$ cat src/rtl/serial_adder_pkg.sv
// Shared types for the bit-serial adder: FSM state encoding.
package serial_adder_pkg;

    localparam int unsigned SA_STATE_W = 2;

    typedef enum logic [SA_STATE_W-1:0] {
        S_IDLE = 2'd0,
        S_RUN  = 2'd1,
        S_DONE = 2'd2
    } sa_state_e;

endpackage : serial_adder_pkg

$ cat src/rtl/serial_adder_full_adder.sv
// 1-bit adder primitives: a half adder and a full adder built from two of them.

module half_adder (
    input  logic a_i,
    input  logic b_i,
    output logic sum_o,
    output logic carry_o
);

    // Sum is the XOR, carry the AND of the two inputs.
    always_comb begin
        sum_o   = a_i ^ b_i;
        carry_o = a_i & b_i;
    end

endmodule : half_adder

module full_adder_bit (
    input  logic a,
    input  logic b,
    input  logic cin,
    output logic sum,
    output logic cout
);

    logic s1;
    logic c1;
    logic c2;

    half_adder u_ha0 (
        .a_i     (a),
        .b_i     (b),
        .sum_o   (s1),
        .carry_o (c1)
    );

    half_adder u_ha1 (
        .a_i     (s1),
        .b_i     (cin),
        .sum_o   (sum),
        .carry_o (c2)
    );

    // At most one half adder can generate a carry, so OR merges them.
    always_comb begin
        cout = c1 | c2;
    end

endmodule : full_adder_bit

$ cat src/rtl/serial_adder.sv
// Bit-serial WIDTH-bit adder, LSB first, one full-adder cell plus a carry flop.
// start/busy/done handshake; result held until the next accepted start.

module serial_adder
    import serial_adder_pkg::*;
#(
    parameter int unsigned WIDTH = 8
) (
    input  logic             clk,
    input  logic             rst,
    input  logic             start,
    input  logic [WIDTH-1:0] a_in,
    input  logic [WIDTH-1:0] b_in,
    input  logic             cin,
    output logic             busy,
    output logic             done,
    output logic [WIDTH-1:0] sum_out,
    output logic             cout
);

    localparam int unsigned CNT_W = (WIDTH > 1) ? $clog2(WIDTH) : 1;
    localparam logic [CNT_W-1:0] CNT_LAST = CNT_W'(WIDTH - 1);

    sa_state_e        state_q;
    logic [WIDTH-1:0] a_q;
    logic [WIDTH-1:0] b_q;
    logic [WIDTH-1:0] sum_q;
    logic [WIDTH-1:0] sum_d;
    logic             carry_q;
    logic [CNT_W-1:0] cnt_q;
    logic             busy_q;
    logic             done_q;
    logic [WIDTH-1:0] sum_out_q;
    logic             cout_q;

    logic             fa_s;
    logic             fa_c;

    // The single adder cell works on the current LSBs and the stored carry.
    full_adder_bit u_fa (
        .a    (a_q[0]),
        .b    (b_q[0]),
        .cin  (carry_q),
        .sum  (fa_s),
        .cout (fa_c)
    );

    // Next sum shift register value: new bit enters at the MSB end.
    always_comb begin
        sum_d = {fa_s, sum_q[WIDTH-1:1]};
    end

    // Control FSM, datapath shift registers and registered outputs.
    always_ff @(posedge clk) begin
        if (rst) begin
            state_q   <= S_IDLE;
            a_q       <= '0;
            b_q       <= '0;
            sum_q     <= '0;
            carry_q   <= 1'b0;
            cnt_q     <= '0;
            busy_q    <= 1'b0;
            done_q    <= 1'b0;
            sum_out_q <= '0;
            cout_q    <= 1'b0;
        end else begin
            case (state_q)
                S_IDLE: begin
                    done_q <= 1'b0;
                    if (start) begin
                        a_q     <= a_in;
                        b_q     <= b_in;
                        carry_q <= cin;
                        cnt_q   <= '0;
                        busy_q  <= 1'b1;
                        state_q <= S_RUN;
                    end
                end
                S_RUN: begin
                    sum_q   <= sum_d;
                    a_q     <= {1'b0, a_q[WIDTH-1:1]};
                    b_q     <= {1'b0, b_q[WIDTH-1:1]};
                    carry_q <= fa_c;
                    cnt_q   <= cnt_q + CNT_W'(1);
                    if (cnt_q == CNT_LAST) begin
                        sum_out_q <= sum_d;
                        cout_q    <= fa_c;
                        busy_q    <= 1'b0;
                        done_q    <= 1'b1;
                        state_q   <= S_DONE;
                    end
                end
                S_DONE: begin
                    done_q  <= 1'b0;
                    state_q <= S_IDLE;
                end
                default: begin
                    busy_q  <= 1'b0;
                    done_q  <= 1'b0;
                    state_q <= S_IDLE;
                end
            endcase
        end
    end

    assign busy    = busy_q;
    assign done    = done_q;
    assign sum_out = sum_out_q;
    assign cout    = cout_q;

endmodule : serial_adder

$ cat config.mk
export PLATFORM = sky130hd
export DESIGN_NAME = serial_adder
export DESIGN_NICKNAME = d
export VERILOG_FILES = /design/src/rtl/serial_adder_pkg.sv /design/src/rtl/serial_adder_full_adder.sv /design/src/rtl/serial_adder.sv
export SDC_FILE = /design/constraint.sdc
export NUM_CORES = 1
export LEC_CHECK = 0
export ABC_AREA = 1
export CORE_MARGIN = 2
export CORE_UTILIZATION = 50
export CTS_BUF_LIST = sky130_fd_sc_hd__clkbuf_2 sky130_fd_sc_hd__clkbuf_4 sky130_fd_sc_hd__clkbuf_8
export CTS_CLUSTER_DIAMETER = 80
export DETAILED_ROUTE_END_ITERATION = 16
export PLACE_DENSITY_LB_ADDON = 0.15
export SKIP_CTS_REPAIR_TIMING = 1
export SYNTH_ARGS = -nofsm -noshare
export SYNTH_HDL_FRONTEND = slang
export SYNTH_HIERARCHICAL = 1
export SYNTH_SLANG_ARGS = --single-unit
$ cat constraint.sdc
create_clock -name clk -period 1.9 [get_ports clk]
set_input_delay 0.475 -clock clk [delete_from_list [all_inputs] [get_ports clk]]
set_output_delay 0.475 -clock clk [all_outputs]
set_load 0.02 [all_outputs]
==> run summary <==
The flow ran to the end, and the final reports show no timing, DRC or antenna violations. The run gives 0.002151 sq mm as the cell area after placement. TritonCTS built the clock tree. The first global-routing pass estimated 6596 microns of wire. Count of vias placed by the detailed router: 1,629. From bottom edge to top edge, the die measures 64.94 microns. For the global-route usage over all layers, the log shows 0.1999.

At the end of routability-driven placement, the weighted congestion stood at 0.7523. The floorplan has 22 rows. The initial standard-cell utilization of the core came out at 0.5149. The tools report the leakage power of the design as 1.062 nW.

The finished cells cover 0.002280 sq mm. IR analysis of the VDD net gives a maximum drop of 649.3 uV. The final-report max-slew violation count is 0, and the insertion delay to the later sink of the worst-skew pair is 0.29 ns. Global routing finished with a remaining overflow of 0.

The tightest min-delay check is of the reg -> reg type. The largest buffer count on any clock path came out at 2. By startpoint and endpoint, the worst setup path is classified as reg -> out. On the critical path, the stage with the largest delay is an instance of sky130_fd_sc_hd__clkdlybuf4s50_1. For the yosys synthesis warning count, the log shows 6. The post-synthesis sequential area ratio is 0.4313. 0 antenna diodes ended up in the layout. Clock root buffer: sky130_fd_sc_hd__clkbuf_8. The count of cell instances traversed by the critical path came out at 1.

The average wire length per cell after detail routing is 11.12 microns, and the count of TritonRoute iterations in the first routing pass is 4. The final critical-path required period works out to 1.719 ns. The critical path goes through clkdlybuf4s50_1. The deepest level of the CTS H-tree came out at 2.

Setup total negative slack on the finished layout was measured at 0 ns. After synthesis, the netlist uses 19 different library cells. Entering global routing, the biggest net connects 36 pins. Synthesis produced 262 cells. At the worst endpoint, the required time is 1.42 ns. The synthesized net count is 286, and the clock sink total is 40. Data on the critical path arrives at its endpoint at 1.24 ns. The tools report the startpoint type of the worst setup path as a flip-flop.

The worst max-slew margin expressed relative to the limit is 0.6992. Mean area per synthesized cell: 7.087 sq um. The number of standard cells in the layout, taps in and fillers out came out at 336. The sort of element at the end of the critical path was a primary output. The final hold violation count is 0. The logs give 0.003606 sq mm for the core box area and 0.5818 GHz for the fmax.

In the post-synthesis netlist, the biggest area contributors are sky130_fd_sc_hd__dfxtp_1 43%, sky130_fd_sc_hd__nand3_1 12%, sky130_fd_sc_hd__nand2_1 9.5%, sky130_fd_sc_hd__inv_1 6.9%, sky130_fd_sc_hd__nor2_1 6.3%. In the routed layout, each cell is associated on average with a via count of 4.848. For the number of top-level design ports, the log shows 31. The die is 64.94 microns wide. Summed over all layers, the routed wires come to 3736 microns. The total of buffers placed on input and output ports is 30. Setup violations remaining at the end of the flow were counted as 0. Total buffers and inverters traversed by the critical path: 1. The detail route stage leaves a number of antenna-violating nets equal to 0.

Setup repair after global routing left no endpoint under its margin. The number of cells on the worst reg-to-reg path is 4. The floorplan step defined a die boundary enclosing 0.004217 sq mm. Number of global-route vias before repair: 1,471. The netlist area before placement is 0.001857 sq mm, and the depth of the worst hold-timing path is 1.

The family with the most delay on the worst path is buffers and inverters. The design draws 1.966 mW. The number of placed instances, taps included was 329; the highest cell delay on the worst timing path was 0.62 ns. For the post-route clock skew, the log shows 0.005413 ns.

Clock-pin slew was measured on the worst setup and hold paths at 0.07 ns. For this run, the post-layout net count is 312. Counting flops and latches in the post-synthesis netlist gives 40.

The number of antenna violations at the first check in global routing was 0; the signed area change from the synthesized netlist to the final layout was 22.78%. The max-capacitance violation count was 0. The worst-margin pin slew is 0.4502 ns, and the number of DRC violations after detailed-routing iteration 0 is 97. The proportion of layout cells with a drive suffix above 1 works out to 0.06597. The highest net fanout along the worst path is 2, and the final cycle utilization of the critical path is 0.9046. The biggest area contributor in the post-synthesis netlist is sky130_fd_sc_hd__dfxtp_1. After detailed routing, the number of remaining DRC violations is 0.

Share of Yosys cell area claimed by the top area cell type: 0.4313. The logs give 5 for the number of buffers inserted during clock tree synthesis and 2367 microns for the post-DP HPWL. Dividing total power by cell area gives a power density of 862.4 mW/mm^2.
-- layout make-up --
type,instances,area [sq um]
Tap cell,48,60.06
Fill cell,364,1326
Clock buffer,5,68.82
Sequential cell,40,800.8
Inverter,37,141.4
Clock inverter,2,60.06
Multi-Input combinational cell,169,810.8
Timing Repair Buffer,35,337.8
-- power breakdown --
part	internal [mW]	switching, mW
Clock	0.517	0.284
Sequential	0.886	0.0206
Combinational	0.113	0.145
Total	1.52	0.450
-- per-stage QoR --
stage	setup slack, ns	utilization	hold slack [ns]
2_1_floorplan	0.6498	-	0.4284
3_3_place_gp	0.2566	0.5965	0.4492
3_5_place_dp	0.2377	0.5965	0.4508
4_1_cts	0.1623	0.6322	0.4599
5_1_grt	0.1332	0.6322	0.4916
6_report	0.1813	0.6322	0.4599
-- cell usage after synthesis --
library cell,instances
sky130_fd_sc_hd__a21oi_1,9
sky130_fd_sc_hd__buf_2,8
sky130_fd_sc_hd__buf_4,5
sky130_fd_sc_hd__buf_6,2
sky130_fd_sc_hd__clkbuf_1,1
sky130_fd_sc_hd__dfxtp_1,40
sky130_fd_sc_hd__ha_1,4
sky130_fd_sc_hd__inv_1,34
sky130_fd_sc_hd__inv_2,2
sky130_fd_sc_hd__inv_4,1
sky130_fd_sc_hd__nand2_1,47
sky130_fd_sc_hd__nand2_4,3
sky130_fd_sc_hd__nand3_1,43
sky130_fd_sc_hd__nand3b_1,3
sky130_fd_sc_hd__nor2_1,31
sky130_fd_sc_hd__nor2_4,1
sky130_fd_sc_hd__nor3_1,16
sky130_fd_sc_hd__o21ai_0,10
sky130_fd_sc_hd__o21ai_1,2
-- sequential cells by signal (all words and copies together), names as in the netlist --
name	cells
b_q	8
done	1
state_q	2
carry_q	1
sum_out	8
a_q	8
cnt_q	3
sum_q	7
cout	1
busy	1
-- logic make-up after synthesis --
family	count (synthesis)	synth area share
buffers and inverters	53	0.1321
DFF	40	0.4313
AOI/OAI and AO/OA	21	0.05660
adders and majority gates	4	0.02696
and+or+nand+nor	144	0.3531
-- layout by cell type (no fill, tap or decap) --
cell type                         count
sky130_fd_sc_hd__clkdlybuf4s50_1     30
sky130_fd_sc_hd__nor3_1              16
sky130_fd_sc_hd__a21oi_1              9
sky130_fd_sc_hd__dfxtp_1             40
sky130_fd_sc_hd__o21ai_0             10
sky130_fd_sc_hd__nand2_4              3
sky130_fd_sc_hd__o21ai_1              2
sky130_fd_sc_hd__inv_4                1
sky130_fd_sc_hd__nand2_1             47
sky130_fd_sc_hd__clkbuf_8             5
sky130_fd_sc_hd__nor2_4               1
sky130_fd_sc_hd__buf_4                5
sky130_fd_sc_hd__nor2_1              31
sky130_fd_sc_hd__nand3_1             43
sky130_fd_sc_hd__inv_1               34
sky130_fd_sc_hd__inv_2                2
sky130_fd_sc_hd__nand3b_1             3
sky130_fd_sc_hd__ha_1                 4
sky130_fd_sc_hd__bufinv_16            2
-- metal layers --
layer | GRT usage | share of wire | routed length [microns]
met5 | 0 | 0 | 0
met4 | 0.08511 | 0.013 | 47
met3 | 0.04167 | 0.037 | 139
met2 | 0.2951 | 0.42 | 1564
met1 | 0.2809 | 0.53 | 1984
-- worst paths after layout --
kind / startpoint / to / slack (ns)
worst max register to register: state_q[1] / b_q[0] / 0.50
worst min-delay path: cnt_q[0] / cnt_q[0] / 0.46
worst max-delay path: busy / busy / 0.18
worst min register to register: cnt_q[0] / cnt_q[0] / 0.46
Power figures use the tool's default switching activity.
